<file path="config.mk">
export PLATFORM = sky130hd
export DESIGN_NAME = tv80_alu16_seq
export DESIGN_NICKNAME = d
export VERILOG_FILES = /design/src/rtl/tv80_alu16_seq.sv
export SDC_FILE = /design/constraint.sdc
export NUM_CORES = 1
export LEC_CHECK = 0
export BUFFER_PORTS_ARGS = -buffer_cell sky130_fd_sc_hd__buf_2
export CORE_UTILIZATION = 50
export CTS_CLUSTER_SIZE = 10
export DETAILED_ROUTE_END_ITERATION = 10
export PLACE_DENSITY = 0.78
export SYNTH_ARGS = -nofsm -noshare
export SYNTH_HDL_FRONTEND = slang
export SYNTH_SLANG_ARGS = --single-unit
</file>
<file path="constraint.sdc">
create_clock -name clk -period 3.4 [get_ports clk]
set_input_delay 0.51 -clock clk [delete_from_list [all_inputs] [get_ports clk]]
set_output_delay 0.51 -clock clk [all_outputs]
set_load 0.1 [all_outputs]
</file>
<file path="src/rtl/tv80_alu16_seq.sv">
// rtl/tv80_alu16_seq.sv - two-pass 16-bit ADD/ADC/SBC/SUB sequencer driving the 8-bit TV80 ALU
module tv80_alu16_seq #(
    parameter int Flag_C = 0,
    parameter int Flag_Z = 6
) (
    input  logic        clk,
    input  logic        reset_n,
    input  logic        start,
    input  logic [1:0]  op,
    input  logic [15:0] opa,
    input  logic [15:0] opb,
    input  logic [7:0]  f_in,
    input  logic        abort,
    output logic        ready,
    output logic        done,
    output logic [15:0] result,
    output logic [7:0]  f_result,
    output logic [3:0]  alu_op,
    output logic        alu_arith16,
    output logic        alu_z16,
    output logic [7:0]  alu_busa,
    output logic [7:0]  alu_busb,
    output logic [7:0]  alu_f_in,
    input  logic [7:0]  alu_q,
    input  logic [7:0]  alu_f_out
);

    typedef enum logic [1:0] {IDLE, LO, HI, DONE} state_t;
    localparam logic [1:0] ADD16 = 2'b00;

    state_t      state;
    logic [1:0]  op_r;
    logic [15:0] opa_r;
    logic [15:0] opb_r;
    logic [7:0]  f_in_r;
    logic [7:0]  q_lo;
    logic [7:0]  f_lo;
    logic [7:0]  hi_f_in;

    // The high pass consumes the low pass flags: C as carry-in, Z for the 16-bit zero chain.
    always_comb begin
        hi_f_in         = f_lo;
        hi_f_in[Flag_C] = f_lo[Flag_C];
        hi_f_in[Flag_Z] = f_lo[Flag_Z];
    end

    always_comb begin
        alu_op      = 4'b0000;
        alu_arith16 = 1'b0;
        alu_z16     = 1'b0;
        alu_busa    = 8'h00;
        alu_busb    = 8'h00;
        alu_f_in    = 8'h00;
        case (state)
            LO: begin
                alu_op      = {2'b00, op_r[1], op_r[1] ^ op_r[0]};
                alu_arith16 = (op_r == ADD16);
                alu_busa    = opa_r[7:0];
                alu_busb    = opb_r[7:0];
                alu_f_in    = f_in_r;
            end
            HI: begin
                alu_op      = op_r[1] ? 4'b0011 : 4'b0001;
                alu_arith16 = (op_r == ADD16);
                alu_z16     = (op_r != ADD16);
                alu_busa    = opa_r[15:8];
                alu_busb    = opb_r[15:8];
                alu_f_in    = hi_f_in;
            end
            default: ;
        endcase
    end

    always_ff @(posedge clk or negedge reset_n) begin
        if (!reset_n) begin
            state    <= IDLE;
            ready    <= 1'b1;
            done     <= 1'b0;
            result   <= 16'h0000;
            f_result <= 8'h00;
            op_r     <= 2'b00;
            opa_r    <= 16'h0000;
            opb_r    <= 16'h0000;
            f_in_r   <= 8'h00;
            q_lo     <= 8'h00;
            f_lo     <= 8'h00;
        end else begin
            done <= 1'b0;
            case (state)
                IDLE: begin
                    if (start && !abort) begin
                        op_r   <= op;
                        opa_r  <= opa;
                        opb_r  <= opb;
                        f_in_r <= f_in;
                        ready  <= 1'b0;
                        state  <= LO;
                    end
                end
                LO: begin
                    if (abort) begin
                        ready <= 1'b1;
                        state <= IDLE;
                    end else begin
                        q_lo  <= alu_q;
                        f_lo  <= alu_f_out;
                        state <= HI;
                    end
                end
                HI: begin
                    if (abort) begin
                        ready <= 1'b1;
                        state <= IDLE;
                    end else begin
                        result   <= {alu_q, q_lo};
                        f_result <= alu_f_out;
                        done     <= 1'b1;
                        state    <= DONE;
                    end
                end
                default: begin
                    ready <= 1'b1;
                    state <= IDLE;
                end
            endcase
        end
    end

endmodule

</file>
## Word-level counts from Yosys, hierarchy flattened

Cells that the tools add are included.

| cells by class | value |
|---|---|
| multiplexer cells | 16 |
| reduce and logical (&&, ||, !) cells | 10 |
| bitwise gates (word level) | 2 |
| equal/unequal tests | 4 |

Operators with widths:

| operator | number |
|---|---|
| case mux 8 bit (2 select lines) | 3 |
| two-way mux 2 bit | 4 |
| AND reduction 2 bit | 4 |
| two-way mux 1 bit | 6 |
| case mux 2 bit (3 select lines) | 1 |
| logical NOT 2 bit | 2 |
| case mux 2 bit (2 select lines) | 1 |
| equality test 2 x 1 -> 1 bit, second input constant | 1 |
| equality test 2 bit, second input constant | 1 |
| != test 2 x 1 -> 1 bit, second input constant | 1 |
| != test 2 bit, second input constant | 1 |
| case mux 1 bit (2 select lines) | 1 |
| nonzero test 2 bit | 1 |
| OR reduction 2 bit | 1 |
| logical AND 1 bit | 1 |
| logical NOT 1 bit | 1 |
| inverter 1 bit | 1 |
| bitwise XOR 1 bit | 1 |

| word-level totals | value |
|---|---|
| input port bits | 62 |
| register bits after elaboration | 86 |
| output and inout bits | 56 |
| word-level logic and storage cells | 43 |

## Depth between registers and ports, before layout

Gate-level depths: netlist of run 1.

| logic depth | value |
|---|---|
| depth in word-level cells | 4 |
| depth in mapped cells | 7 |
| depth with buffers taken out | 5 |

## Worst setup path after synthesis of run 1

No wires, ideal clock.

| timing | value |
|---|---|
| kind | reg-to-output |
| start point | register state[0] |
| end point | output alu_busb[0] |
| cell stages (with the launch flop) | 6 |
| arrival time | 2.507 ns |
| path slack | 0.383 ns |
| path buffers | 1 |
| required time | 2.890 ns |
| cell sequence | dfrtp_1 > inv_1 > ha_1 > clkbuf_1 > a22oi_1 > nor2b_1 |

| between the ends | value |
|---|---|
| word-level cells in the longest chain between the ends | 2 |
| elaborated cells between the ends (all ways) | 3 |
| classes of those cells | 2 x eq/ne; 1 x mux |

Ends and longest elaborated chain:

| element | RTL line | text |
|---|---|---|
| start: declaration | 31 | `state_t state;` |
| start signal: assignment | 76 | `state <= IDLE;` |
| start signal: assignment | 97 | `state <= LO;` |
| start signal: assignment | 103 | `state <= IDLE;` |
| equality test 2 bit / equality test 2 x 1 -> 1 bit (equally long branches) | 54 | `case (state)` |
| case mux 8 bit (2 select lines) * | 54 |  |
| end: declaration | 22 | `output logic [7:0] alu_busb,` |

Mark *: on every way between the ends. The rest lies on a longest branch, timed or not.

## Worst setup path after layout of run 1

| timing | value |
|---|---|
| start point | register state[0] |
| end point | output alu_busa[1] |

| between the ends | value |
|---|---|
| word-level cells in the longest chain between the ends | 2 |
| elaborated cells between the ends (all ways) | 3 |
| classes of those cells | 2 x eq/ne; 1 x mux |

Ends and longest elaborated chain:

| element | RTL line | text |
|---|---|---|
| equality test 2 bit / equality test 2 x 1 -> 1 bit (equally long branches) | 54 |  |
| case mux 8 bit (2 select lines) * | 54 |  |
| end: declaration | 21 | `output logic [7:0] alu_busa,` |

Marks and branches as above.

==> results of run 1 <==
-- final cells by class --
type | count | area (um2) | area share
tap | 102 | 128 | 0.0271
multi-input combinational | 157 | 1610 | 0.341
clock inverter | 3 | 26.3 | 0.00559
inverter | 6 | 22.5 | 0.00479
timing repair buffer | 118 | 601 | 0.128
clock buffer | 13 | 169 | 0.0359
sequential | 86 | 2150 | 0.458
-- routing by layer --
metal / up-vias / GRT usage / wire [um]
met5: - / 0 / 0
met4: 0 / 0.0899 / 142
met3: 12 / 0.0362 / 366
met2: 80 / 0.297 / 3540
met1: 1234 / 0.263 / 3480
li1: 1155 / - / -
-- flip-flops by register name (all words and copies together), names as in the netlist --
register,flops
ready,1
done,1
f_lo,8
q_lo,8
opb_r,16
state,2
op_r,2
f_result,8
result,16
opa_r,16
f_in_r,8
-- how the worst min path moves through the flow --
| stage | cells after the start | to | from |
|---|---|---|---|
| after detailed placement | 1 | f_result[4]$_DFFE_PN0P_ | f_result[4]$_DFFE_PN0P_ |
| after global placement | 1 | f_result[1]$_DFFE_PN0P_ | f_result[1]$_DFFE_PN0P_ |
| final | 1 | result[3]$_DFFE_PN0P_ | reset_n |
| after CTS | 2 | f_in_r[1]$_DFFE_PN0P_ | f_in[1] |
| after floorplan | 0 | done$_DFF_PN0_ | reset_n |
| after global routing | 2 | opb_r[9]$_DFFE_PN0P_ | opb[9] |
-- through the flow --
stage	setup WS, ns	std cells	util	hold WS, ns
2_1_floorplan	0.383	267	-	0.214
3_3_place_gp	0.946	469	0.587	0.483
3_5_place_dp	0.850	469	0.587	0.490
4_1_cts	0.443	485	0.612	0.375
5_1_grt	0.317	485	0.612	0.381
6_report	0.456	485	0.612	0.346
-- worst register-to-register path, cell delays in order, from the launching register on --
cell and delay (ns):
dfrtp_1 0.43, inv_1 0.12, ha_1 0.56, buf_4 0.27
nor2b_4 0.54, mux2_2 0.41
-- cells in the final DEF (no fill, tap or decap), drive strengths merged --
cell type,netlist,layout
buf,13,118
nand3b,1,1
dfstp,1,1
and2,1,1
nand2b,3,3
conb,1,2
a22oi,24,24
inv,6,7
a221o,1,1
ha,7,7
o21ai,1,1
dfrtp,85,85
nand2,1,1
nor2b,27,27
mux2,84,84
clkbuf,5,13
o211a,1,1
clkinv,0,2
and2b,1,1
a21oi,3,3
-- cells by family (layout without fill, tap and decap cells) --
group           count (synthesis)  after routing  synth area share
fa+ha+maj                       7              7            0.0222
flops                          86             86             0.546
compound gates                 30             30            0.0559
buf+inv                        24            140            0.0482
mux                            84             84             0.268
simple gates                   34             34            0.0590
other cells                     1              2          0.000951
==> impl_metrics.ini, run 1 <==
[sta]
drv_slew = 0
skew_ns = 0.0116
min_period_ns = 2.94
fmax_mhz = 340
relSlewSlack = 0.296
setup_viol = 0
tightest_slew_ns = 1.06
post-route-period-util = 0.866
finalHoldViolCount = 0
rsz0062_at_grt = no
tns_ns = 0

[logic_synthesis]
seq_area_frac_synth = 0.546
synth_top_area_share = 0.540
synth_area_um2 = 3940
synth_warnings = 0
synth_most_common_cell = dfrtp_1
synth_common_cells = dfrtp_1 (85), mux2_2 (55), mux2_4 (29)
synth_largest_area_cell = dfrtp_1
synth.area.top_cells = dfrtp_1 (54%), mux2_2 (16%), mux2_4 (11%), a22oi_1 (4.6%), nor2b_1 (4.1%)
ys_seq_elements = 86
avgSynthCellArea_um2 = 14.8
postSynthCellCount = 266
async_flop_share = 1.00
synth-main-ff-cell = dfrtp_1
ys_types = 25
synth_edf_count = 0

[clock_network]
post-cts-setup-buffers = 0
numCtsBuffers = 9
cts_max_path_buffers = 2
clkLatencyLatePin_ns = 0.35
cts_tree = built
cts_num_sinks = 86
clk_pin_slew_ns = 0.09
cts_resized = 0
htreeDepth = 3
cts-hold-fix-buffers = 0
clk_root_buffer_cell = clkbuf_8

[global_route]
grt-ovfl-total = 0
antenna_found_initial = 0
grtUsageTotal = 0.192
grt_max_degree = 87
grt_pass1_wl_mm = 12.4
grt_pass1_vias = 2565

[run_status]
status = finished clean

[placement]
hpwl_mm = 5.09
port_buffers = 115
dpl_cell_area_um2 = 4510
gp_congestion = 0.758

[critical_path]
worstPathRequired_ns = 2.89
r2r-end = f_lo[1]$_DFFE_PN0P_
r2r-start = state[1]$_DFFE_PN0P_
max_stage_delay_ns = 0.51
critPathKind = flop to primary output
reg2reg_depth = 5
r2r_setup_slack_ns = 0.98
crit_cells = 6
cp.arrival_ns = 2.43
start_kind = flop
worstPathCellList = inv_1, ha_1, buf_4, a22oi_1, nor2b_1, buf_2
path_buf_inv = 3
path_max_fanout = 13
cp_top_family = buffers and inverters
cp-startpoint = state[0]$_DFFE_PN0P_
critical_path.endpoint = alu_busa[1]
worst_path_max_delay_cell = ha_1
crit_path_end_kind = primary output

[finish]
stdcell_area_um2 = 4700
num_antenna_cells = 0
drive_gt1_frac = 0.577
area.growth.synth_to_final_pct = 19.3
nFillCells = 625
final_nets = 447

[floorplan]
initial_core_util = 0.513
dieArea_um2 = 8240
rows = 32
pin_count = 118
core_area_um2 = 7690
die_h_um = 90.8
die_x_um = 90.8

[detailed_routing]
viasPerCell = 5.12
routed_wl_mm = 7.53
antenna_left = 0
dr.pass1.iters = 4
num_vias = 2481
drc = 0
drtIter0Drc = 84
routedWlPerCell_um = 15.5

[min_path]
hp-class = input pin to async pin

[job]
drv_cap = 0
Power of run 1 is left out: the tool's default activity adds up to more than one toggle a clock period on the data nets, which glitch-free logic cannot reach.
==> inputs of run 2 (changes only) <==
Settings changed: CORE_UTILIZATION 50 to 55, PLACE_DENSITY 0.78 to 0.84.
==> run 2 against run 1 <==
Fmax rose by 3.1%; sequential share of layout area down 0.24 points; clock-buffer cell count down 4; non-clock buffer count is the same; cell area up 0.53%; flip-flop and latch count did not move; worst hold slack got worse by 0.0078 ns; wire length increased by 0.39%; first-iteration DRC count shrank 24%; worst setup slack improved by 0.089 ns; die area is 8.9% lower; critical endpoint is now alu_busa[7].
==> impl_metrics.ini, run 2 (synthesized netlist as in run 1, its figures left out) <==
[critical_path]
start_kind = flop
path_max_fanout = 17
critPathKind = flop to primary output
cp.arrival_ns = 2.34
r2r-start = state[1]$_DFFE_PN0P_
crit_path_end_kind = primary output
r2r_setup_slack_ns = 1.00
r2r-end = f_lo[0]$_DFFE_PN0P_
reg2reg_depth = 5
worstPathRequired_ns = 2.89

[floorplan]
core_area_um2 = 6870
initial_core_util = 0.574
pin_count = 118
rows = 30
die_x_um = 86.7
dieArea_um2 = 7510
die_h_um = 86.7

[sta]
tns_ns = 0
post-route-period-util = 0.840
setup_viol = 0
rsz0062_at_grt = no
drv_slew = 0
tightest_slew_ns = 1.05
skew_ns = 0.0106
min_period_ns = 2.85
fmax_mhz = 350
finalHoldViolCount = 0
relSlewSlack = 0.299

[detailed_routing]
viasPerCell = 5.21
routedWlPerCell_um = 15.8
dr.pass1.iters = 4
drtIter0Drc = 64
antenna_left = 0
routed_wl_mm = 7.56
drc = 0
num_vias = 2496

[finish]
area.growth.synth_to_final_pct = 20.0
num_antenna_cells = 0
layout_commonest_cell = buf_2
final_nets = 447
mostFrequentLayoutCells = buf_2 (114), dfrtp_1 (85), mux2_2 (55)
fin_util = 0.689
reg_top3 = opa_r x16, opb_r x16, result x16
drive_gt1_frac = 0.580

[run_status]
status = finished clean

[clock_network]
post-cts-setup-buffers = 0
cts_resized = 0
cts-hold-fix-buffers = 0
clkLatencyLatePin_ns = 0.34
numCtsBuffers = 9
htreeDepth = 3
clk_pin_slew_ns = 0.09
cts_num_sinks = 86
clk_root_buffer_cell = clkbuf_8
cts_tree = built
cts_max_path_buffers = 2

[job]
drv_cap = 0

[global_route]
grt_pass1_wl_mm = 12.0
antenna_found_initial = 0
grt_max_degree = 87
grt_pass1_vias = 2532
grt-ovfl-total = 0
grtUsageTotal = 0.208

[placement]
hpwl_mm = 5.19
gp_congestion = 0.730
port_buffers = 115

[min_path]
hp-class = input pin to async pin
==> run 2: final cells by class <==
cell class	instances	area (um2)
inverter	6	22.5
timing repair buffer	118	601
clock inverter	7	104
fill	516	2140
sequential	86	2150
tap	96	120
multi-input combinational	157	1610
clock buffer	9	124
==> run 2: worst max path at each step <==
stage,start,endpoint,slack (ns),depth (start not counted)
global placement,state[0]$_DFFE_PN0P_,alu_busb[5],0.95,4
global route,state[1]$_DFFE_PN0P_,alu_busa[7],0.32,4
detailed placement,state[1]$_DFFE_PN0P_,alu_busb[3],0.89,4
CTS,state[0]$_DFFE_PN0P_,alu_busb[3],0.52,4
floorplan,state[0]$_DFFE_PN0P_,alu_busb[0],0.38,5
finish,state[1]$_DFFE_PN0P_,alu_busa[7],0.55,6
==> run 2: metal layers <==
layer / vias up / global-route usage / routed length, um
li1: 1157 / - / -
met1: 1253 / 0.265 / 3350
met4: 0 / 0.0788 / 85
met5: - / 0 / 0
met3: 8 / 0.0448 / 348
met2: 78 / 0.348 / 3780
==> run 2: worst max-delay path, cell delays in order (launching register included) <==
cell and delay (ns):
dfrtp_1 0.43, inv_1 0.13, ha_1 0.45, buf_4 0.32
a22oi_1 0.10, nor2b_1 0.13, buf_2 0.44
==> run 2: metrics by stage <==
step	std cells	area (um2)	setup slack, ns	hold slack, ns
floorplan	267	3950	0.383	0.214
global placement	463	4500	0.948	0.484
detailed placement	463	4500	0.895	0.487
CTS	479	4730	0.522	0.385
global route	479	4730	0.323	0.388
finish	479	4730	0.545	0.338
Power of run 2 is left out for the same reason.
==> inputs of run 3 (changes only) <==
Settings changed: ABC_AREA set to 1, CORE_UTILIZATION 55 to 46, PLACE_DENSITY 0.84 to 0.75.
Clock period 3.4 ns to 2.6 ns, I/O delays scaled along.
==> run 3 against run 2 <==
Die area rose by 18%; area after synthesis down 0.83%; first-iteration DRC count is 140% higher; wire length grew 13%; worst hold slack lost 0.32 ns; largest cell class unchanged; cell count up 41%; core utilization fell by 6.3 points; critical path depth is the same; via count up 27%; synthesized cell count up 72%; critical endpoint unchanged.
==> impl_metrics.ini, run 3 <==
[run_status]
status = finished clean

[clock_network]
clk_root_buffer_cell = clkbuf_8
cts_max_path_buffers = 2
numCtsBuffers = 9
cts_tree = built
post-cts-setup-buffers = 0
htreeDepth = 3
clkLatencyLatePin_ns = 0.35
cts_num_sinks = 86
clk_pin_slew_ns = 0.09

[placement]
hpwl_mm = 6.29
gp_congestion = 0.815
port_buffers = 115

[floorplan]
rows = 33
core_area_um2 = 8220
die_x_um = 94.2
initial_core_util = 0.476
pin_count = 118
dieArea_um2 = 8870
die_h_um = 94.2

[critical_path]
path_max_fanout = 22
start_kind = flop
critPathKind = flop to primary output
worstPathRequired_ns = 2.21
cp.arrival_ns = 2.10
crit_path_end_kind = primary output

[logic_synthesis]
ys_types = 22
synth.area.top_cells = dfrtp_1 (54%), nand2_1 (15%), inv_1 (6.4%), o21ai_2 (4.9%), o21ai_0 (3.8%)
synth-main-ff-cell = dfrtp_1
synth_top_area_share = 0.544
synth_largest_area_cell = dfrtp_1
async_flop_share = 1.00
synth_area_um2 = 3910
seq_area_frac_synth = 0.551
synth_common_cells = nand2_1 (160), dfrtp_1 (85), inv_1 (67)
avgSynthCellArea_um2 = 8.56
ys_seq_elements = 86
synth_warnings = 0
synth_edf_count = 0
synth_most_common_cell = nand2_1
postSynthCellCount = 457

[sta]
fmax_mhz = 402
tightest_slew_ns = 0.866
drv_slew = 0
min_period_ns = 2.49
skew_ns = 0.0104
finalHoldViolCount = 0
post-route-period-util = 0.957
setup_viol = 0
relSlewSlack = 0.423
tns_ns = 0
rsz0062_at_grt = yes

[job]
drv_cap = 0

[finish]
nFillCells = 689
area.growth.synth_to_final_pct = 31.5
reg_top3 = opa_r x16, opb_r x16, result x16
mostFrequentLayoutCells = nand2_1 (160), buf_2 (88), dfrtp_1 (85)
num_antenna_cells = 0
multi_input_area_um2 = 1340
drive_gt1_frac = 0.291
layout_commonest_cell = nand2_1
regArea_um2 = 2150
final_nets = 635
fin_util = 0.626

[global_route]
grt_pass1_vias = 3072
grt_pass1_wl_mm = 14.4
antenna_found_initial = 0
grt_max_degree = 85
grt-ovfl-total = 0
grtUsageTotal = 0.211

[detailed_routing]
viasPerCell = 4.69
num_vias = 3172
drc = 0
dr.pass1.iters = 4
drtIter0Drc = 153
routed_wl_mm = 8.55
antenna_left = 0
routedWlPerCell_um = 12.6

[min_path]
hp-class = input pin to async pin
==> run 3: changes by cell type in the layout (fill, tap and decap cells not counted), moves of 26 or more <==
cell	delta
nand2_1	+159
mux2_2	-55
mux2_4	-29
buf_12	+27
o21ai_0	+30
buf_2	-26
inv_1	+61
nor2b_1	-26
==> run 3: per-stage QoR <==
stage / setup slack (ns) / hold WS [ns] / area (um2) / cells
2_1_floorplan: -0.393 / 0.0944 / 3920 / 458
3_3_place_gp: 0.610 / 0.417 / 4920 / 660
3_5_place_dp: 0.468 / 0.418 / 4920 / 660
4_1_cts: 0.0919 / 0.0264 / 5140 / 676
5_1_grt: -0.0195 / 0.0537 / 5140 / 676
6_report: 0.112 / 0.0191 / 5140 / 676
==> run 3: cell families (layout without fill, tap and decap cells) <==
logic type / after synthesis / in the layout / share of synthesized area
simple gates: 169 / 169 / 0.166
compound gates: 99 / 99 / 0.148
buf+inv: 95 / 208 / 0.112
flops: 86 / 86 / 0.551
fa+ha+maj: 7 / 7 / 0.0224
other cells: 1 / 2 / 0.000959
==> run 3: worst max-delay path, cell delays in order, from the launching register on <==
cell and delay [ns]:
dfrtp_1 0.41, inv_1 0.12, ha_1 0.35, clkinv_1 0.14, buf_4 0.24, a21oi_1 0.27, buf_12 0.22
==> run 3: per-layer routing <==
| layer | routed length, um | track usage |
|---|---|---|
| met5 | 0 | 0 |
| met4 | 193 | 0.0910 |
| met3 | 322 | 0.0307 |
| met2 | 4260 | 0.354 |
| met1 | 3770 | 0.272 |
==> run 3: final timing paths <==
kind / start / endpoint / slack [ns] / cells past startpoint
worst max register to register: state[0]$_DFFE_PN0P_ / f_in_r[7]$_DFFE_PN0P_ / 0.68 / 6
worst min-delay path: reset_n / opb_r[3]$_DFFE_PN0P_ / 0.02 / 1
max in group asynchronous: reset_n / opa_r[8]$_DFFE_PN0P_ / 1.92 / 2
worst max-delay path: state[0]$_DFFE_PN0P_ / alu_busa[7] / 0.11 / 6
min in group clk: opb[5] / opb_r[5]$_DFFE_PN0P_ / 0.26 / 3
worst min register to register: q_lo[0]$_DFFE_PN0P_ / result[0]$_DFFE_PN0P_ / 0.47 / 2
==> run 3: timing repair <==
item                                    in CTS  in global routing
hold buffers                                 0                  0
resized for setup                            0                  0
endpoints found under the setup margin       0                  9
==> run 3: cell type report <==
| type | count | area share |
|---|---|---|
| clock buffers | 11 | 0.0275 |
| inverters | 70 | 0.0511 |
| repair buffers | 122 | 0.201 |
| clock inverters | 5 | 0.0161 |
| well taps | 105 | 0.0256 |
| flip-flops and latches | 86 | 0.419 |
| multi-input cells | 277 | 0.260 |
Power of run 3 is left out for the same reason.
